`config.mk`:
```
export PLATFORM = sky130hd
export DESIGN_NAME = systolic_array_out_drain_ctrl
export DESIGN_NICKNAME = d
export VERILOG_FILES = /design/src/rtl/sys_arr_pkg.sv /design/src/rtl/out_fill_tracker.sv /design/src/rtl/systolic_array_out_drain_ctrl.sv
export SDC_FILE = /design/constraint.sdc
export NUM_CORES = 1
export LEC_CHECK = 0
export ABC_AREA = 1
export BUFFER_PORTS_ARGS = -buffer_cell sky130_fd_sc_hd__buf_2
export CORE_AREA = 4 4 139 141
export DETAILED_ROUTE_END_ITERATION = 10
export DIE_AREA = 0 0 143 145
export GPL_TIMING_DRIVEN = 0
export SLEW_MARGIN = 20
export SYNTH_ARGS = -nofsm -noshare
export SYNTH_HDL_FRONTEND = slang
export SYNTH_SLANG_ARGS = --single-unit
export TNS_END_PERCENT = 5
```
`constraint.sdc`:
```
create_clock -name clk -period 4.8 [get_ports clk]
set_input_delay 0.24 -clock clk [delete_from_list [all_inputs] [get_ports clk]]
set_output_delay 0.24 -clock clk [all_outputs]
set_load 0.02 [all_outputs]
```
`src/rtl/sys_arr_pkg.sv`:
```
// sys_arr_pkg: shared systolic-array parameters, drain FSM state type and width helpers
package sys_arr_pkg;
  localparam int N = 4;
  localparam int DW = 16;
  function automatic int row_w(input int n);
    return (n > 1) ? $clog2(n) : 1;
  endfunction
  function automatic int cnt_w(input int n);
    return $clog2(n + 1);
  endfunction
  localparam int ROW_W = row_w(N);
  localparam int CNT_W = cnt_w(N);
  typedef enum logic {FILL, DRAIN} drain_state_t;
endpackage

```
`src/rtl/out_fill_tracker.sv`:
```
// out_fill_tracker: per-row fill counters for the output FIFO bank
// Ports: clk, rst (sync, active-high), clr (zero all counters), inc (per-row increment),
//        full (row currently holds N words), all_full (every row holds N words after this edge)
module out_fill_tracker
  import sys_arr_pkg::*;
#(
  parameter int N = sys_arr_pkg::N,
  localparam int CW = cnt_w(N)
) (
  input  logic         clk,
  input  logic         rst,
  input  logic         clr,
  input  logic [N-1:0] inc,
  output logic [N-1:0] full,
  output logic         all_full
);
  logic [CW-1:0] cnt_q [N];
  logic [CW-1:0] cnt_d [N];
  // all_full looks at next-state counts so the final shift and the FILL->DRAIN move share an edge
  always_comb begin
    all_full = 1'b1;
    for (int r = 0; r < N; r++) begin
      cnt_d[r] = clr ? '0 : cnt_q[r] + CW'(inc[r]);
      full[r] = cnt_q[r] == CW'(N);
      all_full = all_full & (cnt_d[r] == CW'(N));
    end
  end
  always_ff @(posedge clk) begin
    if (rst) for (int r = 0; r < N; r++) cnt_q[r] <= '0;
    else cnt_q <= cnt_d;
  end
endmodule

```
`src/rtl/systolic_array_out_drain_ctrl.sv`:
```
// systolic_array_out_drain_ctrl: routes array results into per-row output FIFOs, then drains the tile row by row
// Ports: clk, rst (sync, active-high), flush (abort tile)
//        res_valid/res_ready/res_row/res_data : result stream from the array
//        fifo_shift/fifo_shift_value/fifo_out : output FIFO bank control and contents
//        wb_valid/wb_ready/wb_row/wb_data     : row-wise writeback handshake
//        tile_done                           : pulse after the last row is accepted
//        err (only with OUT_DRAIN_ERR_CHECK_EN): sticky dropped-word flag
module systolic_array_out_drain_ctrl
  import sys_arr_pkg::*;
#(
  parameter int N = sys_arr_pkg::N,
  parameter int DW = sys_arr_pkg::DW,
  localparam int RW = row_w(N)
) (
  input  logic              clk,
  input  logic              rst,
  input  logic              flush,
  input  logic              res_valid,
  output logic              res_ready,
  input  logic [RW-1:0]     res_row,
  input  logic [DW-1:0]     res_data,
  output logic [N-1:0]      fifo_shift,
  output logic [DW-1:0]     fifo_shift_value,
  input  logic [N*DW*N-1:0] fifo_out,
  output logic              wb_valid,
  input  logic              wb_ready,
  output logic [RW-1:0]     wb_row,
  output logic [DW*N-1:0]   wb_data,
  output logic              tile_done
`ifdef OUT_DRAIN_ERR_CHECK_EN
  ,
  output logic              err
`endif
);
  drain_state_t state_q, state_d;
  logic [RW-1:0] row_ptr_q, row_ptr_d;
  logic tile_done_q, tile_done_d;
  logic [N-1:0] full;
  logic all_full, row_ok, shift_en, hs, last, clr;
  assign row_ok = 32'(res_row) < N;
  assign shift_en = state_q == FILL && res_valid && !flush && row_ok && !full[res_row];
  assign hs = state_q == DRAIN && wb_ready && !flush;
  assign last = hs && row_ptr_q == RW'(N - 1);
  assign clr = flush || last;
  out_fill_tracker #(.N(N)) u_fill (
    .clk      (clk),
    .rst      (rst),
    .clr      (clr),
    .inc      (fifo_shift),
    .full     (full),
    .all_full (all_full)
  );
  always_ff @(posedge clk) begin
    state_q <= rst ? FILL : state_d;
  end
  always_comb begin
    state_d = flush ? FILL : state_q == FILL ? (all_full ? DRAIN : FILL) : (last ? FILL : DRAIN);
  end
  always_comb begin
    res_ready = state_q == FILL;
    wb_valid = state_q == DRAIN;
    fifo_shift = shift_en ? N'(1) << res_row : '0;
  end
  assign fifo_shift_value = res_data;
  assign row_ptr_d = clr ? '0 : hs ? row_ptr_q + 1'b1 : row_ptr_q;
  assign tile_done_d = last;
  always_ff @(posedge clk) begin
    if (rst) begin
      row_ptr_q <= '0;
      tile_done_q <= 1'b0;
    end else begin
      row_ptr_q <= row_ptr_d;
      tile_done_q <= tile_done_d;
    end
  end
  assign wb_row = row_ptr_q;
  assign wb_data = fifo_out[int'(row_ptr_q) * (DW * N) +: DW * N];
  assign tile_done = tile_done_q;
`ifdef OUT_DRAIN_ERR_CHECK_EN
  logic err_q, err_d;
  // any FILL word that is offered but not shifted was dropped (bad row or row already full)
  assign err_d = err_q | (state_q == FILL && res_valid && !flush && !shift_en);
  always_ff @(posedge clk) begin
    err_q <= rst ? 1'b0 : err_d;
  end
  assign err = err_q;
`endif
endmodule
```
==> impl_metrics.toml, run 1 <==
[outcome]
status = "completed"

[logic_synthesis]
syn_avg_cell_area_um2 = 5.52
netlist_area_um2 = 2730
synth_cells = 495
synth_top_cells_by_area = "nor2_1 (22%), o22ai_1 (15%), o21ai_0 (13%)"
yosys.area.top_type_share_pct = 21.6
synth_area_leader_cell = "nor2_1"
ys_seq_area_share_pct = 11.7
yosys_register_bits = 16
syn_nets = 783
ys_warn_count = 0
synth_cell_types = 21

[cts]
cts_made_buffers = 3
max-clock-path-buffers = 2
clock_sinks = 16
h-tree-depth = 1
cts_hold_buf = 0
cts_setup_buffers = 0
clkSlewWorstSetupHoldPaths_ns = 0.05
cts_resized = 0
clock_latency_ns = 0.25
cts_tree = "built"
clock_tree.root_cell = "clkbuf_16"

[pwr]
power.switching_mw = 0.176
p_seq_share_pct = 23.9
vdd_drop_max_v = 0.000119
power_frac_clock_pct = 31.9
p_sw_share_pct = 31.4
combPwrFrac_pct = 44.3
power_leakage_nw = 2.60
power.density_nw_per_um2 = 115
p_int_mw = 0.384

[route]
wl_mm = 18.4
top_layer = "met5"
route.met2.wl_mm = 8.75
post-route-drc-count = 0
vias = 4932
drt_iter0_drc = 293
postRouteAntennaNets = 0
route.met3.wl_mm = 1.69
dr.pass1.iters = 5
routedWlPerCell_um = 17.1
wirelength_met1_mm = 7.64
routed_via_density = 4.57

[setup_path]
path_max_fanout = 10
path_class = "flip-flop to output port"
required_ns = 4.56
critPathBufInv = 3
critPathLaunchType = "flip-flop"
cp_data_arrival_time_ns = 2.11
cpMaxStageDelayCell = "dfxtp_1"
path_delay_family = "buffers and inverters"
endpoint_kind = "output port"
cp_slowest_stage_delay_ns = 0.54
crit_chain = "buf_4 > clkbuf_1 > nor2_1 > o22ai_1 > buf_2"

[layout]
area_growth_pct = 78.0
fin_nets = 1139
antennaDiodeCount = 0
drive_gt1_share_pct = 46.5
fin_area_um2 = 4860

[worst_hold_path]
hp-class = "input port to flip-flop"

[floorplan]
core_area_um2 = 18000
initial_core_util_pct = 15.2
num_rows = 49
chipWidth_um = 143
pin_count = 368
die_h_um = 145
die_area_um2 = 20700

[global_route]
grt_pass1_vias = 4686
grt_max_degree = 11
antenna_found_initial = 3
grtUsageTotal_pct = 15.9
grt_pass1_wl_mm = 26.2
grt-ovfl-total = 0

[sta]
setup_violations = 0
max_freq_mhz = 425
worst_pin_slew_ns = 0.641
fin_hold_ws_ns = 0.208
final.setup.tns_ns = 0
slew_headroom_pct = 57.2
finalCritPeriodShare_pct = 49.0
min_period_ns = 2.35
skew_ns = 0.00186
drv_slew = 0
fin_ws_ns = 2.45
rsz0062_at_grt = "no"
hold_viol = 0

[placed_design]
portBuffers = 351
hpwl_mm = 15.5
pre_cts_ws_ns = 2.68
placed_area_um2 = 4780
gp_congestion = 0.945

[run]
max_cap_violations = 0
==> metrics by stage <==
step	power (mW)	std cells	utilization, %
after floorplan	0.231	495	-
after global placement	0.382	1075	26.6
after detailed placement	0.384	1075	26.6
after CTS	0.565	1079	27.1
after global routing	0.589	1079	27.1
final	0.561	1079	27.1
==> cells in the mapped netlist <==
cell      count
o21ai_1      56
nand2_1      19
buf_2         2
ha_1          9
clkbuf_2      2
clkbuf_1     19
nor2_1      157
inv_2         2
nand4_1       2
nand3_1       7
o21ai_0      73
nand3b_1      1
buf_4        21
o22ai_1      64
buf_1         1
nor3_1        5
buf_6        13
inv_1        22
xor2_1        1
dfxtp_1      16
a21oi_1       3
==> placed cells by master, fill, tap and decap left out <==
cell type	instances
o21ai_0	73
nor3_1	5
a21oi_1	3
o21ai_1	56
o22ai_1	64
buf_1	1
nor2_1	157
clkbuf_16	3
inv_1	22
nand4_1	2
ha_1	9
nand2_1	19
xor2_1	1
dfxtp_1	16
buf_2	353
buf_6	13
nand3b_1	1
clkbuf_8	1
inv_2	2
nand3_1	7
buf_4	21
clkbuf_1	19
clkbuf_2	2
==> per-layer routing <==
metal	track usage (%)	vias up
li1	-	2409
met5	0	-
met1	20.2	2235
met3	3.13	32
met4	2.71	6
met2	28.0	250
==> layout make-up <==
type | instances | area, um2
plain buffers | 58 | 399
clock buffers | 4 | 88.8
fillers | 2063 | 13100
inverters | 24 | 90.1
multi-input cells | 397 | 1920
flip-flops and latches | 16 | 320
well taps | 229 | 287
repair buffers | 351 | 1760
==> worst paths after layout <==
kind / start / end / slack [ns] / depth (start not counted)
min: rst / tile_done / 0.21 / 2
max reg2reg: wb_valid / wb_valid / 2.69 / 12
max: wb_row[0] / wb_data[61] / 2.45 / 5
min reg2reg: u_fill.cnt_q[2] / u_fill.cnt_q[2] / 0.49 / 2
==> logic make-up (layout without fill, tap and decap cells) <==
logic type               Yosys count  count (layout)  share of synthesized area [%]
AND/OR/NAND/NOR                  191             191                           27.1
adder cells (fa/ha/maj)            9               9                           4.12
AO/OA/AOI/OAI                    196             196                           38.8
XOR/XNOR                           1               1                          0.321
buffers and inverters             82             437                           17.9
flip-flops                        16              16                           11.7
==> power by group through the flow <==
stage          clock network (mW)  logic (mW)  registers (mW)
6_report                    0.179       0.248           0.134
5_1_grt                     0.187       0.268           0.134
4_1_cts                     0.183       0.249           0.134
3_5_place_dp                    0       0.247           0.137
3_3_place_gp                    0       0.246           0.136
2_1_floorplan                   0      0.0949           0.136
==> state kept, by name, summed over array words and instances (netlist names) <==
name,flops
wb_valid,1
wb_row,2
u_fill.cnt_q,12
tile_done,1
Power figures use the tool's default switching activity.
==> run 2, diff against run 1 <==
--- a/config.mk
+++ b/config.mk
@@ -7,9 +7,9 @@
 export LEC_CHECK = 0
 export ABC_AREA = 1
 export BUFFER_PORTS_ARGS = -buffer_cell sky130_fd_sc_hd__buf_2
-export CORE_AREA = 4 4 139 141
+export CORE_AREA = 4 4 141 143
 export DETAILED_ROUTE_END_ITERATION = 10
-export DIE_AREA = 0 0 143 145
+export DIE_AREA = 0 0 145 147
 export GPL_TIMING_DRIVEN = 0
 export SLEW_MARGIN = 20
 export SYNTH_ARGS = -nofsm -noshare
==> constraint.sdc (replaced) <==
create_clock -name clk -period 2.5 [get_ports clk]
set_input_delay 0.125 -clock clk [delete_from_list [all_inputs] [get_ports clk]]
set_output_delay 0.125 -clock clk [all_outputs]
set_load 0.02 [all_outputs]
==> run 2 against run 1 <==
Worst hold slack got worse by 0.12 ns. Sequential power is 92% higher. Combinational power increased by 91%. Worst setup slack worse by 2.2 ns.
==> impl_metrics.toml, run 2 (synthesis results as in run 1) <==
[outcome]
status = "completed"

[cts]
cts_tree = "built"
clkSlewWorstSetupHoldPaths_ns = 0.05
clock_latency_ns = 0.25
cts_made_buffers = 3
cts_hold_buf = 0
clock_tree.root_cell = "clkbuf_16"
h-tree-depth = 1
max-clock-path-buffers = 2
cts_resized = 0
cts_setup_buffers = 0
clock_sinks = 16

[sta]
rsz0062_at_grt = "no"
finalCritPeriodShare_pct = 89.4
final.setup.tns_ns = 0
min_period_ns = 2.23
fin_ws_ns = 0.266
hold_viol = 0
slew_headroom_pct = 62.2
worst_pin_slew_ns = 0.568
max_freq_mhz = 448
skew_ns = 0.00275
fin_hold_ws_ns = 0.0900
drv_slew = 0
setup_violations = 0

[route]
routed_via_density = 4.55
postRouteAntennaNets = 0
routedWlPerCell_um = 16.6
dr.pass1.iters = 5
wl_mm = 18.1
vias = 4940
drt_iter0_drc = 346
post-route-drc-count = 0

[setup_path]
r2r_end = "wb_valid"
cpMaxStageDelayCell = "dfxtp_1"
required_ns = 2.38
critPathLaunchType = "flip-flop"
reg2reg_from = "wb_valid"
endpoint_kind = "output port"
critical_path.startpoint = "wb_row[0]"
reg2reg_slack_ns = 0.40
path_max_fanout = 10
r2r_cells = 12
crit_chain = "buf_4 > clkbuf_1 > nor2_1 > o22ai_1 > buf_2"
cp_data_arrival_time_ns = 2.11
cp_slowest_stage_delay_ns = 0.53
path_class = "flip-flop to output port"

[placed_design]
placed_area_um2 = 4780
dp_cells = 1080
pre_cts_ws_ns = 0.468
gp_congestion = 0.923
hpwl_mm = 15.2
portBuffers = 351

[floorplan]
die_h_um = 147
die_area_um2 = 21300
initial_core_util_pct = 14.7
pin_count = 368
chipWidth_um = 145
core_area_um2 = 18600
num_rows = 50

[global_route]
grt_max_degree = 11
grtUsageMet1_pct = 19.4
grtUsageTotal_pct = 15.3
grt-ovfl-total = 0
use_met3_pct = 2.81
grt.met2_usage_pct = 27.2
top_usage_layer = "met2"
antenna_found_initial = 3
grt_pass1_wl_mm = 26.4
grt_pass1_vias = 4780

[layout]
final_common_cell = "buf_2"
largest_register_ff_count = 12
area_growth_pct = 78.4
fin_area_um2 = 4880
fin_nets = 1139
utilization_pct = 26.2
finalNonFillerCells = 1086
regMostFlops = "u_fill.cnt_q"
drive_gt1_share_pct = 46.5
mostFrequentLayoutCells = "buf_2 (353), nor2_1 (157), o21ai_0 (73)"

[worst_hold_path]
hold_path_depth = 2
min_to = "tile_done"
worstHoldStart = "rst"
hp-class = "input port to flip-flop"

[pwr]
power_leakage_nw = 2.60
vdd_drop_max_v = 0.000176
power.density_nw_per_um2 = 221
total_power_mw = 1.08

[run]
max_cap_violations = 0
## run 2: power breakdown
group          leakage, nW  internal, mW  total, mW  switching, mW
logic                 2.42         0.239      0.474          0.235
registers            0.129         0.256      0.257       0.000518
clock network       0.0442         0.243      0.348          0.105
total                 2.60         0.739       1.08          0.340
## run 2: worst max path at each step
stage | end | slack, ns | depth (start not counted)
after detailed placement | wb_valid | 0.47 | 12
final | wb_data[22] | 0.27 | 5
after CTS | wb_data[50] | 0.20 | 5
after global routing | wb_valid | 0.16 | 12
after floorplan | wb_valid | 0.15 | 12
after global placement | wb_data[50] | 0.46 | 5
## run 2: area by class of cell
cell class | instances | area, um2
fillers | 2127 | 13700
multi-input cells | 397 | 1920
repair buffers | 351 | 1760
plain buffers | 58 | 399
flip-flops and latches | 16 | 320
well taps | 234 | 293
inverters | 24 | 90.1
clock buffers | 4 | 88.8
diodes | 2 | 5.00
## run 2: metal layers
layer | wire length (um) | vias to the layer above
li1 | - | 2413
met1 | 7340 | 2225
met4 | 308 | 0
met2 | 8830 | 281
met3 | 1590 | 21
met5 | 0 | -
## run 2: worst max-delay path, delay by kind of cell, from the launching register on
family          cells  cell delay (ns)
flops               1             0.53
simple gates        1             0.10
buf+inv             3             0.98
compound gates      1             0.24
==> run 3, diff against run 2 <==
--- a/config.mk
+++ b/config.mk
@@ -6,11 +6,12 @@
 export NUM_CORES = 1
 export LEC_CHECK = 0
 export ABC_AREA = 1
-export BUFFER_PORTS_ARGS = -buffer_cell sky130_fd_sc_hd__buf_2
-export CORE_AREA = 4 4 141 143
+export CORE_AREA = 4 4 142 144
 export DETAILED_ROUTE_END_ITERATION = 10
-export DIE_AREA = 0 0 145 147
+export DIE_AREA = 0 0 146 148
+export DONT_BUFFER_PORTS = 1
 export GPL_TIMING_DRIVEN = 0
+export SETUP_SLACK_MARGIN = 0.2
 export SLEW_MARGIN = 20
 export SYNTH_ARGS = -nofsm -noshare
 export SYNTH_HDL_FRONTEND = slang
==> constraint.sdc (replaced) <==
create_clock -name clk -period 2.5 [get_ports clk]
set_input_delay 0.5 -clock clk [delete_from_list [all_inputs] [get_ports clk]]
set_output_delay 0.5 -clock clk [all_outputs]
set_load 0.02 [all_outputs]
==> run 3 against run 2 <==
Clock power is 12% lower. Register-to-register slack worse by 0.10 ns. Critical path depth is 1 higher. Total power is 25% lower. Clock-buffer cell count is 1 lower. Sequential share of layout area is 2.4 points higher. Utilization is 6.8 points lower. Non-clock buffer count is 351 lower. First-iteration DRC count is 8.7% lower. Via count is 21% lower. Routed wire length is 4.8% lower. Die area is 1.4% higher. Largest power group is now clock. Highest routed layer unchanged.
==> impl_metrics.toml, run 3 (synthesis results as in run 1) <==
[sta]
max_freq_mhz = 439
final.setup.tns_ns = 0
rsz0062_at_grt = "yes"
fin_hold_ws_ns = 0.325
skew_ns = 0.00120
slew_headroom_pct = 66.7
drv_slew = 0
worst_pin_slew_ns = 0.508
finalCritPeriodShare_pct = 91.1
setup_violations = 0
min_period_ns = 2.28
hold_viol = 0

[placed_design]
hpwl_mm = 13.5
gp_congestion = 0.878
portBuffers = 0

[pwr]
p_seq_share_pct = 31.4
power_frac_clock_pct = 37.5
total_power_mw = 0.814
p_sw_share_pct = 32.9
power.density_nw_per_um2 = 224
power.switching_mw = 0.268
p_int_mw = 0.546
combPwrFrac_pct = 31.1
power_leakage_nw = 1.38
vdd_drop_max_v = 0.000338

[layout]
largest_register_ff_count = 12
multi_input_area_um2 = 2410
fillers = 2122
mostFrequentLayoutCells = "nor2_1 (156), o21ai_0 (73), o22ai_2 (58)"
drive_gt1_share_pct = 26.3
final_common_cell = "nor2_1"
fin_nets = 788
utilization_pct = 19.4
regArea_um2 = 327
area_growth_pct = 33.0
regMostFlops = "u_fill.cnt_q"

[global_route]
grt_pass1_vias = 3992
antenna_found_initial = 1
grtUsageTotal_pct = 14.4
grt_max_degree = 11
grt-ovfl-total = 0
grt_pass1_wl_mm = 24.1

[floorplan]
die_h_um = 148
num_rows = 50
pin_count = 368
initial_core_util_pct = 14.6
die_area_um2 = 21600
core_area_um2 = 18700
chipWidth_um = 146

[route]
dr.pass1.iters = 5
wl_mm = 17.2
routed_via_density = 5.31
post-route-drc-count = 0
routedWlPerCell_um = 23.4
postRouteAntennaNets = 0
drt_iter0_drc = 316
vias = 3901

[cts]
cts_made_buffers = 3
h-tree-depth = 1
clkSlewWorstSetupHoldPaths_ns = 0.05
cts_setup_buffers = 0
clock_sinks = 16
clock_tree.root_cell = "clkbuf_16"
max-clock-path-buffers = 2
clock_latency_ns = 0.24
cts_tree = "built"

[setup_path]
r2r_cells = 12
required_ns = 2.00
path_class = "flip-flop to output port"
cp_data_arrival_time_ns = 1.78
path_max_fanout = 10
critPathLaunchType = "flip-flop"
endpoint_kind = "output port"

[outcome]
status = "completed"

[worst_hold_path]
hp-class = "input port to flip-flop"
hold_path_depth = 1

[run]
max_cap_violations = 0
## run 3: critical path, stage by stage (launching register included)
cell     delay, ns
dfxtp_4       0.41
buf_6         0.18
inv_2         0.08
buf_6         0.19
buf_6         0.18
o21ai_1       0.09
o22ai_1       0.39
## run 3: final timing paths
kind / startpoint / to / slack [ns]
setup reg to reg: wb_valid / wb_valid / 0.30
hold / removal: rst / tile_done / 0.32
hold reg to reg: u_fill.cnt_q[2] / u_fill.cnt_q[2] / 0.49
setup / recovery: wb_row[0] / wb_data[0] / 0.22
## run 3: power groups by stage
stage | Sequential (mW) | Combinational, mW | Clock (mW)
2_1_floorplan | 0.262 | 0.184 | 0
3_3_place_gp | 0.262 | 0.215 | 0
3_5_place_dp | 0.262 | 0.215 | 0
4_1_cts | 0.256 | 0.251 | 0.314
5_1_grt | 0.256 | 0.267 | 0.328
6_report | 0.256 | 0.253 | 0.305
## run 3: per-layer routing
layer / GRT usage [%] / share of wire [%] / vias up
met5: 0 / 0 / -
met4: 4.56 / 3.5 / 0
met3: 4.63 / 11 / 42
met2: 24.6 / 47 / 305
met1: 17.1 / 38 / 1836
li1: - / - / 1718
## run 3: what timing repair did
item / 4_1_cts / 5_1_grt
hold buffers: 0 / 0
resized for setup: 88 / 18
setup endpoints to repair: 65 / 64
hold endpoints to repair: 0 / 0
pin swaps: 3 / 3
## run 3: area by class of cell
class	count	share of cell area [%]
Antenna cell	2	0.138
Buffer	58	11.9
Multi-Input combinational cell	397	66.3
Inverter	24	2.51
Clock buffer	3	2.07
Sequential cell	16	8.99
Tap cell	234	8.06
## run 3: stage by stage
stage | setup slack, ns | cells | area (um2)
after floorplan | 0.324 | 495 | 2750
after global placement | -0.408 | 729 | 3050
after detailed placement | -0.415 | 729 | 3050
after CTS | 0.147 | 732 | 3590
after global routing | 0.122 | 733 | 3630
final | 0.222 | 734 | 3630
